## src/rtl/fifo_flagged.sv

```systemverilog
// Single-clock FIFO with an occupancy count, almost-full/almost-empty flags and
// sticky overflow/underflow error flags. The read port is either registered
// (standard mode) or first-word-fall-through, chosen by the FWFT parameter.
// All status flags come from the registered count, so each one changes in the
// cycle after the edge that accepted the push or pop.
module fifo_flagged #(
    parameter int ADDR_WIDTH    = 3,
    parameter int DATA_WIDTH    = 8,
    parameter int FWFT          = 0,
    parameter int AFULL_THRESH  = 6,
    parameter int AEMPTY_THRESH = 1
) (
    input  logic                  clk,
    input  logic                  rst_n,
    input  logic                  push,
    input  logic [DATA_WIDTH-1:0] wr_data,
    input  logic                  pop,
    output logic [DATA_WIDTH-1:0] rd_data,
    output logic                  full,
    output logic                  empty,
    output logic                  almost_full,
    output logic                  almost_empty,
    output logic [ADDR_WIDTH:0]   count,
    output logic                  overflow,
    output logic                  underflow,
    input  logic                  clr_err
);

    localparam int DEPTH = 1 << ADDR_WIDTH;

    localparam logic [ADDR_WIDTH:0] DEPTH_C  = (ADDR_WIDTH + 1)'(DEPTH);
    localparam logic [ADDR_WIDTH:0] AFULL_C  = (ADDR_WIDTH + 1)'(AFULL_THRESH);
    localparam logic [ADDR_WIDTH:0] AEMPTY_C = (ADDR_WIDTH + 1)'(AEMPTY_THRESH);

    // Reject parameter sets that would make the flags meaningless.
    if (ADDR_WIDTH < 1) begin : g_chk_addr
        $error("fifo_flagged: ADDR_WIDTH must be >= 1");
    end
    if (AFULL_THRESH < 1 || AFULL_THRESH > DEPTH) begin : g_chk_afull
        $error("fifo_flagged: AFULL_THRESH must be in 1..DEPTH");
    end
    if (AEMPTY_THRESH < 0 || AEMPTY_THRESH > DEPTH - 1) begin : g_chk_aempty
        $error("fifo_flagged: AEMPTY_THRESH must be in 0..DEPTH-1");
    end
    if (FWFT != 0 && FWFT != 1) begin : g_chk_fwft
        $error("fifo_flagged: FWFT must be 0 or 1");
    end

    logic [DATA_WIDTH-1:0] mem_q [DEPTH];
    logic [ADDR_WIDTH-1:0] wr_ptr_q, wr_ptr_d;
    logic [ADDR_WIDTH-1:0] rd_ptr_q, rd_ptr_d;
    logic [ADDR_WIDTH:0]   count_q, count_d;
    logic                  overflow_q, overflow_d;
    logic                  underflow_q, underflow_d;

    logic push_ok;
    logic pop_ok;
    logic ovf_event;
    logic udf_event;

    assign full         = (count_q == DEPTH_C);
    assign empty        = (count_q == '0);
    assign almost_full  = (count_q >= AFULL_C);
    assign almost_empty = (count_q <= AEMPTY_C);
    assign count        = count_q;
    assign overflow     = overflow_q;
    assign underflow    = underflow_q;

    // A pop frees a slot in the same edge, so a push into a full FIFO is
    // accepted only when it is paired with a pop that is itself accepted.
    assign pop_ok    = pop & ~empty;
    assign push_ok   = push & (~full | pop_ok);
    assign ovf_event = push & ~push_ok;
    assign udf_event = pop & empty;

    // Next-state for the pointers, the count and the sticky error flags.
    always_comb begin
        wr_ptr_d    = wr_ptr_q;
        rd_ptr_d    = rd_ptr_q;
        count_d     = count_q;
        overflow_d  = overflow_q;
        underflow_d = underflow_q;

        if (push_ok) begin
            wr_ptr_d = wr_ptr_q + 1'b1;
        end
        if (pop_ok) begin
            rd_ptr_d = rd_ptr_q + 1'b1;
        end

        case ({push_ok, pop_ok})
            2'b10:   count_d = count_q + 1'b1;
            2'b01:   count_d = count_q - 1'b1;
            default: count_d = count_q;
        endcase

        // A new error in the clearing cycle must not be lost, so set wins.
        if (clr_err) begin
            overflow_d  = 1'b0;
            underflow_d = 1'b0;
        end
        if (ovf_event) begin
            overflow_d = 1'b1;
        end
        if (udf_event) begin
            underflow_d = 1'b1;
        end
    end

    // Control state register; reset drops any push or pop in flight.
    always_ff @(posedge clk or negedge rst_n) begin
        if (!rst_n) begin
            wr_ptr_q    <= '0;
            rd_ptr_q    <= '0;
            count_q     <= '0;
            overflow_q  <= 1'b0;
            underflow_q <= 1'b0;
        end else begin
            wr_ptr_q    <= wr_ptr_d;
            rd_ptr_q    <= rd_ptr_d;
            count_q     <= count_d;
            overflow_q  <= overflow_d;
            underflow_q <= underflow_d;
        end
    end

    // Storage is left unreset; the count alone decides which slots are valid.
    always_ff @(posedge clk) begin
        if (push_ok) begin
            mem_q[wr_ptr_q] <= wr_data;
        end
    end

    if (FWFT != 0) begin : g_fwft
        // Show the head word while anything is stored. A word written into an
        // empty FIFO appears only once the count has gone non-zero, so the
        // write and the read of the head slot can never race.
        always_comb begin
            rd_data = '0;
            if (!empty) begin
                rd_data = mem_q[rd_ptr_q];
            end
        end
    end else begin : g_std
        logic [DATA_WIDTH-1:0] rd_data_q, rd_data_d;

        // Registered read: load the head word only on an accepted pop.
        always_comb begin
            rd_data_d = rd_data_q;
            if (pop_ok) begin
                rd_data_d = mem_q[rd_ptr_q];
            end
        end

        // Read data register; holds its value when a pop is rejected.
        always_ff @(posedge clk or negedge rst_n) begin
            if (!rst_n) begin
                rd_data_q <= '0;
            end else begin
                rd_data_q <= rd_data_d;
            end
        end

        assign rd_data = rd_data_q;
    end

endmodule

```

## config.mk

```make
export PLATFORM = sky130hd
export DESIGN_NAME = fifo_flagged
export DESIGN_NICKNAME = d
export VERILOG_FILES = /design/src/rtl/fifo_flagged.sv
export SDC_FILE = /design/constraint.sdc
export NUM_CORES = 1
export LEC_CHECK = 0
export ABC_AREA = 1
export CAP_MARGIN = 20
export CELL_PAD_IN_SITES_DETAIL_PLACEMENT = 1
export CELL_PAD_IN_SITES_GLOBAL_PLACEMENT = 1
export CORE_ASPECT_RATIO = 2
export CORE_MARGIN = 5
export CORE_UTILIZATION = 40
export DETAILED_ROUTE_END_ITERATION = 7
export PLACE_DENSITY_LB_ADDON = 0.1
export RECOVER_POWER = 50
export SETUP_SLACK_MARGIN = 0.3
export SLEW_MARGIN = 15
export SYNTH_ARGS = -nofsm -noshare
export SYNTH_HDL_FRONTEND = slang
export SYNTH_SLANG_ARGS = --single-unit
```

## constraint.sdc

```tcl
create_clock -name clk -period 2.5 [get_ports clk]
set_input_delay 0.5 -clock clk [delete_from_list [all_inputs] [get_ports clk]]
set_output_delay 0.5 -clock clk [all_outputs]
set_load 0.05 [all_outputs]
```

==> results of run 1 <==
==> cell type report <==
cell class	count	area, um2
repair buffers	43	390
fillers	1041	4800
clock inverters	5	28.8
well taps	104	130
flip-flops and latches	84	2420
inverters	66	248
multi-input cells	207	1000
clock buffers	11	233
==> per-layer routing <==
layer / up-vias / track usage (%) / share of wire [%]
met5: - / 0 / 0
met4: 0 / 11.5 / 4.9
met3: 29 / 2.96 / 2.8
met2: 57 / 32.6 / 58
met1: 1225 / 17.1 / 35
li1: 1256 / - / -
==> final timing paths <==
kind | start | to | slack (ns) | cells past startpoint
worst max-delay path | count[0] | count[0] | 0.31 | 1
worst min-delay path | rd_data[6] | rd_data[6] | 0.47 | 2
worst max register to register | count[0] | count[3] | 0.36 | 11
worst min register to register | rd_data[6] | rd_data[6] | 0.47 | 2
max in group asynchronous | rst_n | count[3] | 0.70 | 2
min in group asynchronous | rst_n | rd_ptr_q[0] | 0.96 | 2
==> power groups by stage <==
stage / Sequential [mW] / Clock, mW / Combinational, mW
after floorplan: 2.33 / 0 / 1.25
after global placement: 2.00 / 0 / 2.33
after detailed placement: 2.01 / 0 / 2.35
after CTS: 1.99 / 1.18 / 2.37
after global routing: 2.02 / 1.26 / 2.52
final: 1.98 / 1.15 / 2.30
==> stage by stage <==
step	hold slack, ns	cell area, um2	utilization [%]	power (mW)	setup WS (ns)
after global routing	0.504	4460	48.2	5.80	0.202
after CTS	0.480	4480	48.4	5.54	0.306
after floorplan	0.204	3760	-	3.58	0.224
final	0.473	4460	48.2	5.43	0.309
after detailed placement	0.464	4220	45.6	4.36	0.289
after global placement	0.462	4220	45.6	4.33	0.356
==> what timing repair did <==
action,4_1_cts,5_1_grt
hold endpoints to repair,0,0
gates resized for setup,3,1
endpoints found under the setup margin,1,1
==> kinds of logic (layout without fill, tap and decap cells) <==
family	count (synthesis)	count (layout)	synth area share, %
DFF	84	84	64.9
AOI/OAI and AO/OA	12	12	1.71
adders and majority gates	7	7	2.35
xor gates and xnor gates	6	6	1.41
and+or+nand+nor	182	182	21.2
buffers and inverters	78	125	8.41
==> registers in the layout (all words and copies together) (netlist names) <==
signal	flops
mem_q	64
rd_data	8
count	4
rd_ptr_q	3
wr_ptr_q	3
overflow	1
underflow	1
==> placed cells by master (no fill, tap or decap), drive strengths merged <==
cell type and instances:
xnor2 3, nor3 1, xor2 3, edfxtp 64, clkdlybuf4s15 1, clkinv 4, nor2 12, clkdlybuf4s50 16
buf 15, o21ai 8, o22ai 1, nand3 50, dlygate4sd3 9, clkinvlp 2, inv 65, a21oi 2
dfrtp 20, ha 7, dlymetal6s2s 1, clkbuf 12, nand2 118, nand4 1, a21boi 1
==> results by group, run 1 <==
Logic synthesis
  • Yosys reg bits: 84
  • Most frequent cells after synthesis: 117 x nand2_1, 64 x edfxtp_1, 61 x inv_1
  • Prevailing post-synth register cell: edfxtp_1
  • Share of the synthesized area in the top cell type: between 50% and 60%
  • Synth unique cells: 24
  • Top post-synthesis cells by area: edfxtp_1 51%, dfrtp_1 13%, nand2_1 12%
  • Top-count cell post-synth: nand2_1
  • Seq/Total Area, Yosys: between 60% and 70%
  • Mapped Area: between 3000 and 4000 um2
  • Syn_area_per_cell: a little over 10 um2
  • Post-synth EDFFs: 64
  • Ys async rst share: a little under a quarter
  • Synth Net Count: roughly 390
  • Syn Inst Count: 369
  • Ys Warns: 0
  • Synth area leader: edfxtp_1

Place
  • IO Port Bufs: 30
  • Hpwl dp: ~7.0 mm
  • GPL Wtd Cong: 0.829
  • Dpl cells: 504

Floorplanning
  • Die area: 11,500 um2
  • Die height: between 100 and 150 um
  • Num rows: 50
  • Core ar.: roughly 9300 um2
  • Die width: a little under 80 um
  • Starting Density: between 40 and 50%
  • Num ports: 31

STA
  • Worst rel slew slack: between 15 and 20%
  • Tmin final: approximately 2.2 ns
  • Final Setup Violations: 0
  • Fin. max-slew vios: 0
  • Setup Skew: 0.00967 ns
  • Setup TNS: 0 ns
  • Slew @ Worst Pin: 1.26 ns
  • Final Hold Fails: 0
  • RSZ-0062 raised after global routing: false
  • Fmax: 456 MHz
  • Tcrit/Tclk final: 87.6%

Status
  • Status: completed

CTS
  • CTS tree: done
  • Worst-Skew Late Latency: 0.34 ns
  • TritonCTS Buffers: 9
  • # clock sinks: 84
  • Post-CTS repair timing setup buffer count: 0
  • H-tree depth: 3
  • Clock transition at path regs: around 0.06 ns
  • CTS Hold Bufs: 0
  • Max Buffers Root-to-Sink: 2
  • Root Buffer: clkbuf_16

Job
  • Max-cap viol count: 0

Worst setup path
  • CP max stage delay: ~0.87 ns
  • Delay-heaviest family, CP: buffers and inverters
  • Critical path type: flip-flop to primary output
  • WP buf/inv: 1
  • Critical Path Sink Type: primary output
  • Crit path cell chain: clkdlybuf4s50_1
  • CP Launch Type: flip-flop
  • Critical Path AT: around 1.7 ns
  • Worst-path fanout max: 6
  • Critical path required time: 2.00 ns
  • Slowest CP cell: clkdlybuf4s50_1

Final layout
  • N_diodes: 0
  • Area grow syn2layout: 19.5%
  • Fin nets: about 430
  • Share of cells above drive strength 1: between 10% and 20%
  • Non-Filler Instances: 520

Detailed routing
  • Mean number of vias per cell: roughly 5
  • Final WL: 9.30 mm
  • WL per Instance: around 18 um
  • Detail Route Antenna Nets: 0
  • Initial DRC count: 121
  • Detailed-route via count: between 2,000 and 3,000
  • DR DRC count: 0
  • Drt first pass iters: 4

Global routing
  • Initial antenna violation count: 0
  • GRT Total Usage: 17.5%
  • First-pass GRT wire length: approximately 15 mm
  • Largest net degree at the start of global routing: 35
  • Vias in the first global route: between 2,000 and 3,000
  • Overflow after GRT: 0

Pwr
  • Clk pwr share: 21.2%
  • Peak VDD IR: between 0.5 and 0.6 mV
  • Lkg Pwr: 1.98 nW
  • Switching Share: 41.3%
  • Net Switching: ~2.2 mW
  • Seq pwr share: between 30% and 40%
  • Cell Pwr Density: about 1200 nW/um2
  • Gate power share: between 40 and 50%
  • Internal power: 3.19 mW

Hold path
  • Hold Crit Class: flip-flop to flip-flop
Power figures use the tool's default switching activity.
==> run 2, diff against run 1 <==
--- a/config.mk
+++ b/config.mk
@@ -13,8 +13,10 @@
 export CORE_MARGIN = 5
 export CORE_UTILIZATION = 40
 export DETAILED_ROUTE_END_ITERATION = 7
+export GPL_ROUTABILITY_DRIVEN = 1
+export GPL_TIMING_DRIVEN = 0
 export PLACE_DENSITY_LB_ADDON = 0.1
-export RECOVER_POWER = 50
+export RECOVER_POWER = 25
 export SETUP_SLACK_MARGIN = 0.3
 export SLEW_MARGIN = 15
 export SYNTH_ARGS = -nofsm -noshare
==> run 2 against run 1 <==
Compared with the run above: setup slack improved by 0.097 ns; core utilization rose by 2.5 points; non-clock buffer count rose by 11; first-iteration DRC count fell by 7.4%; clock power rose by 11%; register-to-register slack improved by 0.11 ns; die area did not move; critical path depth did not move; global-route usage rose by 1.1 points; largest cell class unchanged; highest routed layer unchanged.
==> results by group, run 2 (synthesis results as in run 1) <==
Detailed routing
  • Drt first pass iters: 4 (unchanged)
  • Mean number of vias per cell: 4.94 (+0.14%)
  • Detailed-route via count: 2,625 (+2.3%)
  • Final WL: 9.99 mm (+7.4%)
  • Initial DRC count: 112 (-7.4%)
  • DR DRC count: 0 (unchanged)
  • Detail Route Antenna Nets: 0 (unchanged)
  • WL per Instance: 18.8 um (+5.2%)

STA
  • Final Setup Violations: 0 (unchanged)
  • Tcrit/Tclk final: 83.8% (-3.9 points)
  • RSZ-0062 raised after global routing: false
  • Slew @ Worst Pin: 1.29 ns (+0.0289 ns)
  • Worst rel slew slack: 13.8% (-1.9 points)
  • Tmin final: 2.09 ns (-0.0966 ns)
  • Setup Skew: 0.00546 ns (-0.00421 ns)
  • Fmax: 477 MHz (+4.6%)
  • Fin. max-slew vios: 0 (unchanged)
  • Final Hold Fails: 0 (unchanged)

Pwr
  • Power Total: 5.80 mW (+6.9%)
  • Cell Pwr Density: 1240 nW/um2 (+1.7%)
  • Lkg Pwr: 2.05 nW (+3.9%)
  • Peak VDD IR: 0.723 mV (+37%)

Floorplanning
  • Starting Density: 40.3% (unchanged)
  • Num rows: 50 (unchanged)
  • Die area: 11,500 um2 (unchanged)
  • Die width: 78.3 um (unchanged)
  • Die height: 147 um (unchanged)
  • Core ar.: 9260 um2 (unchanged)
  • Num ports: 31 (unchanged)

Final layout
  • Area grow syn2layout: 25.6%
  • Fin nets: 442 (+2.6%)
  • Fill cells: 1,029 (-1.2%)
  • Core Util, Final: 50.6% (+2.5 points)
  • Most common cell after layout, fill and taps aside: nand2_1
  • Most frequent cells in the layout: 114 x nand2_1, 64 x edfxtp_1, 58 x inv_1, 50 x nand3_1, 20 x clkdlybuf4s50_1
  • Largest register FFs: 64 (unchanged)
  • Biggest register: mem_q
  • Share of cells above drive strength 1: 15.7% (+5.6 points)
  • N_diodes: 0 (unchanged)

Place
  • Hpwl dp: 6.85 mm (-2.2%)
  • GPL Wtd Cong: 0.757 (-8.6%)
  • IO Port Bufs: 30 (unchanged)

Worst setup path
  • Crit path cell chain: clkdlybuf4s50_1
  • Worst-path fanout max: 6 (unchanged)
  • WP buf/inv: 1 (unchanged)
  • Critical path type: flip-flop to primary output
  • Critical path required time: 2.00 ns (about the same)
  • CP max stage delay: 0.83 ns (-0.04 ns)
  • Critical Path Sink Type: primary output
  • CP Launch Type: flip-flop
  • Slowest CP cell: clkdlybuf4s50_1
  • Delay-heaviest family, CP: buffers and inverters
  • Critical Path AT: 1.59 ns (-0.10 ns)

CTS
  • Clock transition at path regs: 0.06 ns (about the same)
  • # clock sinks: 84 (unchanged)
  • CTS tree: done
  • H-tree depth: 3 (unchanged)
  • Worst-Skew Late Latency: 0.33 ns (about the same)
  • Max Buffers Root-to-Sink: 2 (unchanged)
  • TritonCTS Buffers: 9 (unchanged)
  • Root Buffer: clkbuf_16
  • CTS Hold Bufs: 0 (unchanged)

Global routing
  • Vias in the first global route: 2,874 (+3.9%)
  • Largest net degree at the start of global routing: 21 (-40%)
  • Overflow after GRT: 0 (unchanged)
  • Initial antenna violation count: 0 (unchanged)
  • GRT Total Usage: 18.6% (+1.1 points)
  • First-pass GRT wire length: 15.2 mm (+4.5%)

Hold path
  • Hold Crit Class: input port to asynchronous set/reset pin

Status
  • Status: completed

Job
  • Max-cap viol count: 0 (unchanged)
run 2: cell type report:
type | count | area [um2] | share of cell area [%]
flip-flops and latches | 84 | 2430 | 51.7
multi-input cells | 207 | 1090 | 23.3
repair buffers | 42 | 438 | 9.34
clock buffers | 14 | 254 | 5.42
inverters | 66 | 248 | 5.28
well taps | 104 | 130 | 2.78
plain buffers | 12 | 66.3 | 1.41
clock inverters | 2 | 33.8 | 0.721
run 2: power by group:
part / leakage [nW] / internal (mW) / switching (mW)
registers: 0.822 / 1.81 / 0.175
logic: 1.09 / 0.808 / 1.74
clock network: 0.139 / 0.799 / 0.479
total: 2.05 / 3.41 / 2.39
run 2: metrics by stage:
step           setup TNS [ns]  worst slack (ns)  std cells  cell area (um2)  hold slack [ns]
2_1_floorplan               0             0.224        369             3760            0.204
3_3_place_gp           -20.92            -0.385        503             4190            0.465
3_5_place_dp           -24.43            -0.443        503             4190            0.469
4_1_cts                     0             0.224        531             4710            0.485
5_1_grt                     0             0.313        531             4690            0.515
6_report                    0             0.405        531             4690            0.440
run 2: metal layers:
layer / part of all wire, % / GRT usage, %
met5: 0 / 0
met1: 34 / 17.1
met4: 2.6 / 8.84
met3: 3.0 / 3.33
met2: 60 / 37.5
run 2: final timing paths:
path / slack [ns] / to / depth (start not counted) / start
max: 0.41 / count[0] / 1 / count[0]
min in group clk: 0.48 / rd_data[3] / 2 / rd_data[3]
max reg2reg: 0.47 / mem_q[5][5] / 7 / count[0]
min: 0.44 / rd_data[1] / 1 / rst_n
min reg2reg: 0.48 / rd_data[3] / 2 / rd_data[3]
max in group asynchronous: 1.20 / count[3] / 1 / rst_n
run 2: repair_timing:
item	in CTS	in global routing
buffers inserted	12	0
setup endpoints to repair	69	67
gates cloned	0	0
pin swaps	6	0
gates resized for setup	31	7
==> run 3, diff against run 2 <==
==> constraint.sdc (replaced) <==
create_clock -name clk -period 1.85 [get_ports clk]
set_input_delay 0.37 -clock clk [delete_from_list [all_inputs] [get_ports clk]]
set_output_delay 0.37 -clock clk [all_outputs]
set_load 0.05 [all_outputs]
==> run 3 against run 2 <==
Compared with the run above: the flow now finishes with violations (negative setup slack); core utilization is 5.6 points higher; cell count is 4.7% higher; first-iteration DRC count is 110% higher; clock skew is 0.0016 ns higher; setup slack worse by 0.46 ns; via count is 8.3% higher; clock-buffer cell count is 4 lower; wire length is 9.4% higher; global-route usage is 2.1 points higher; critical endpoint is now mem_q[4][5]; combinational power is 68% higher; die area stayed put; sequential power is 35% higher; critical path type is now flip-flop to flip-flop; largest cell class unchanged.
==> results by group, run 3 (synthesis results as in run 1) <==
Status
  • Status: finished, violations left
  • Failing checks: negative setup slack

Final layout
  • Most frequent cells in the layout: 109 x nand2_1, 64 x edfxtp_1, 56 x inv_1, 44 x nand3_1, 20 x buf_4
  • N_diodes: 0 (unchanged)
  • Largest register FFs: 64 (unchanged)
  • Final std cell area, no fill: 5200 um2 (+11%)
  • Fin nets: 467 (+5.7%)
  • Fill cells: 980 (-4.8%)
  • Area grow syn2layout: 39.5%
  • Biggest register: mem_q
  • Most common cell after layout, fill and taps aside: nand2_1
  • Share of cells above drive strength 1: 29.4% (+14 points)

Worst setup path
  • R2r endpoint: mem_q[4][5]
  • CP Launch Type: flip-flop
  • Critical path type: flip-flop to flip-flop
  • Critical R2R Launch: count[1]
  • Critical Path Sink Type: flip-flop
  • Worst-path fanout max: 7 (+1)
  • Flop-to-flop setup slack: -0.05 ns (-0.52 ns)
  • Cell depth of the worst flop-to-flop path: 9 (+2)
  • Critical path required time: 1.90 ns (-0.10 ns)
  • Critical Path AT: 1.96 ns (+0.37 ns)

Place
  • Pre-CTS setup slack: -0.825 ns (-0.382 ns)
  • IO Port Bufs: 30 (unchanged)
  • Placed instance area: 4260 um2 (+1.7%)
  • Hpwl dp: 7.17 mm (+4.6%)
  • GPL Wtd Cong: 0.808 (+6.7%)

Detailed routing
  • Detailed-route via count: 2,843 (+8.3%)
  • Initial DRC count: 234 (+110%)
  • Drt first pass iters: 5 (+1)
  • Final WL: 10.9 mm (+9.4%)
  • Mean number of vias per cell: 5.11 (+3.4%)
  • DR DRC count: 0 (unchanged)
  • Detail Route Antenna Nets: 0 (unchanged)
  • WL per Instance: 19.7 um (+4.5%)

STA
  • Slew @ Worst Pin: 1.34 ns (+0.0434 ns)
  • Post-route setup slack: -0.0547 ns (-0.460 ns)
  • Worst rel slew slack: 10.9% (-2.9 points)
  • Setup Skew: 0.00704 ns (+0.00158 ns)
  • Tmin final: ~1.9 ns
  • Final Setup Violations: 68 (+68)
  • Fin. max-slew vios: 0 (unchanged)
  • Tcrit/Tclk final: 103%
  • RSZ-0062 raised after global routing: true
  • Fmax: approximately 530 MHz
  • Setup TNS: -1.75 ns (-1.75 ns)
  • Final Hold Fails: 0 (unchanged)

Floorplanning
  • Starting Density: 40.3% (unchanged)
  • Core ar.: 9260 um2 (unchanged)
  • Num rows: 50 (unchanged)
  • Die width: 78.3 um (unchanged)
  • Num ports: 31 (unchanged)
  • Die area: 11,500 um2 (unchanged)
  • Die height: 147 um (unchanged)

CTS
  • Root Buffer: clkbuf_16
  • TritonCTS Buffers: 9 (unchanged)
  • H-tree depth: 3 (unchanged)
  • Clock transition at path regs: 0.06 ns (about the same)
  • CTS Hold Bufs: 0 (unchanged)
  • Worst-Skew Late Latency: 0.34 ns (about the same)
  • Max Buffers Root-to-Sink: 2 (unchanged)
  • CTS tree: done
  • # clock sinks: 84 (unchanged)

Pwr
  • Lkg Pwr: 2.29 nW (+11%)
  • Gate power share: 48.1% (+4.3 points)
  • Clk pwr share: 21.6% (-0.4 points)
  • Internal power: 5.24 mW (+54%)
  • Switching Share: 40.9% (-0.27 points)
  • Net Switching: 3.63 mW (+52%)
  • Cell Pwr Density: 1700 nW/um2 (+38%)
  • Seq pwr share: 30.2% (-3.9 points)
  • Peak VDD IR: 1.04 mV (+44%)

Hold path
  • Hold Crit Class: input port to asynchronous set/reset pin

Global routing
  • Overflow after GRT: 0 (unchanged)
  • Initial antenna violation count: 0 (unchanged)
  • Largest net degree at the start of global routing: 21 (unchanged)
  • First-pass GRT wire length: 17.2 mm (+13%)
  • Vias in the first global route: 3,116 (+8.4%)
  • GRT Total Usage: 20.8% (+2.1 points)

Job
  • Max-cap viol count: 0 (unchanged)
-- run 3: routing by layer --
| layer | wire [um] | up-vias | GRT usage (%) | share of wire (%) |
|---|---|---|---|---|
| li1 | - | 1337 | - | - |
| met1 | 3610 | 1402 | 20.3 | 33 |
| met2 | 6460 | 73 | 39.7 | 59 |
| met3 | 381 | 31 | 4.20 | 3.5 |
| met4 | 471 | 0 | 10.7 | 4.3 |
| met5 | 0 | - | 0 | 0 |
-- run 3: layout make-up --
type / count / area (um2) / share of cell area, %
sequential: 84 / 2430 / 46.6
multi-input combinational: 207 / 1240 / 23.9
timing repair buffer: 67 / 746 / 14.3
inverter: 66 / 262 / 5.02
clock buffer: 10 / 239 / 4.59
tap: 104 / 130 / 2.50
buffer: 12 / 80.1 / 1.54
clock inverter: 6 / 77.6 / 1.49
-- run 3: how the worst max path moves through the flow --
stage | from | endpoint | slack (ns) | depth (start not counted)
floorplan | count[1] | count[2] | -0.39 | 11
global placement | pop | mem_q[0][7] | -0.73 | 5
detailed placement | pop | mem_q[0][7] | -0.83 | 5
CTS | count[1] | mem_q[0][4] | -0.07 | 9
global route | count[0] | count[3] | -0.12 | 14
finish | count[1] | mem_q[4][5] | -0.05 | 9
-- run 3: power groups by stage --
stage	Combinational [mW]	Sequential [mW]	Clock, mW
after detailed placement	3.40	2.72	0
final	4.27	2.68	1.92
after global placement	3.34	2.70	0
after global routing	4.58	2.73	2.05
after CTS	3.99	2.67	1.91
after floorplan	1.82	3.15	0
-- run 3: through the flow --
| stage | total power, mW | util (%) | instances | hold WS, ns |
|---|---|---|---|---|
| final | 8.87 | 56.2 | 556 | 0.316 |
| after global routing | 9.35 | 56.2 | 556 | 0.416 |
| after CTS | 8.57 | 54.8 | 550 | 0.485 |
| after detailed placement | 6.12 | 46.1 | 503 | 0.469 |
| after global placement | 6.04 | 46.1 | 503 | 0.463 |
| after floorplan | 4.97 | - | 369 | 0.0744 |
-- run 3: repair_timing --
action,CTS,global route
gates cloned,0,0
endpoints found under the setup margin,87,87
gates resized for setup,105,27
setup buffers,31,6
pin swaps,24,25
-- run 3: critical path, cell delays in order, from the launching register on --
cell and delay (ns):
dfrtp_2 0.41, inv_4 0.05, ha_4 0.17, inv_6 0.07, nor3_4 0.05, buf_4 0.14
a21boi_4 0.24, nand2_4 0.16, nor2_4 0.16, buf_12 0.14
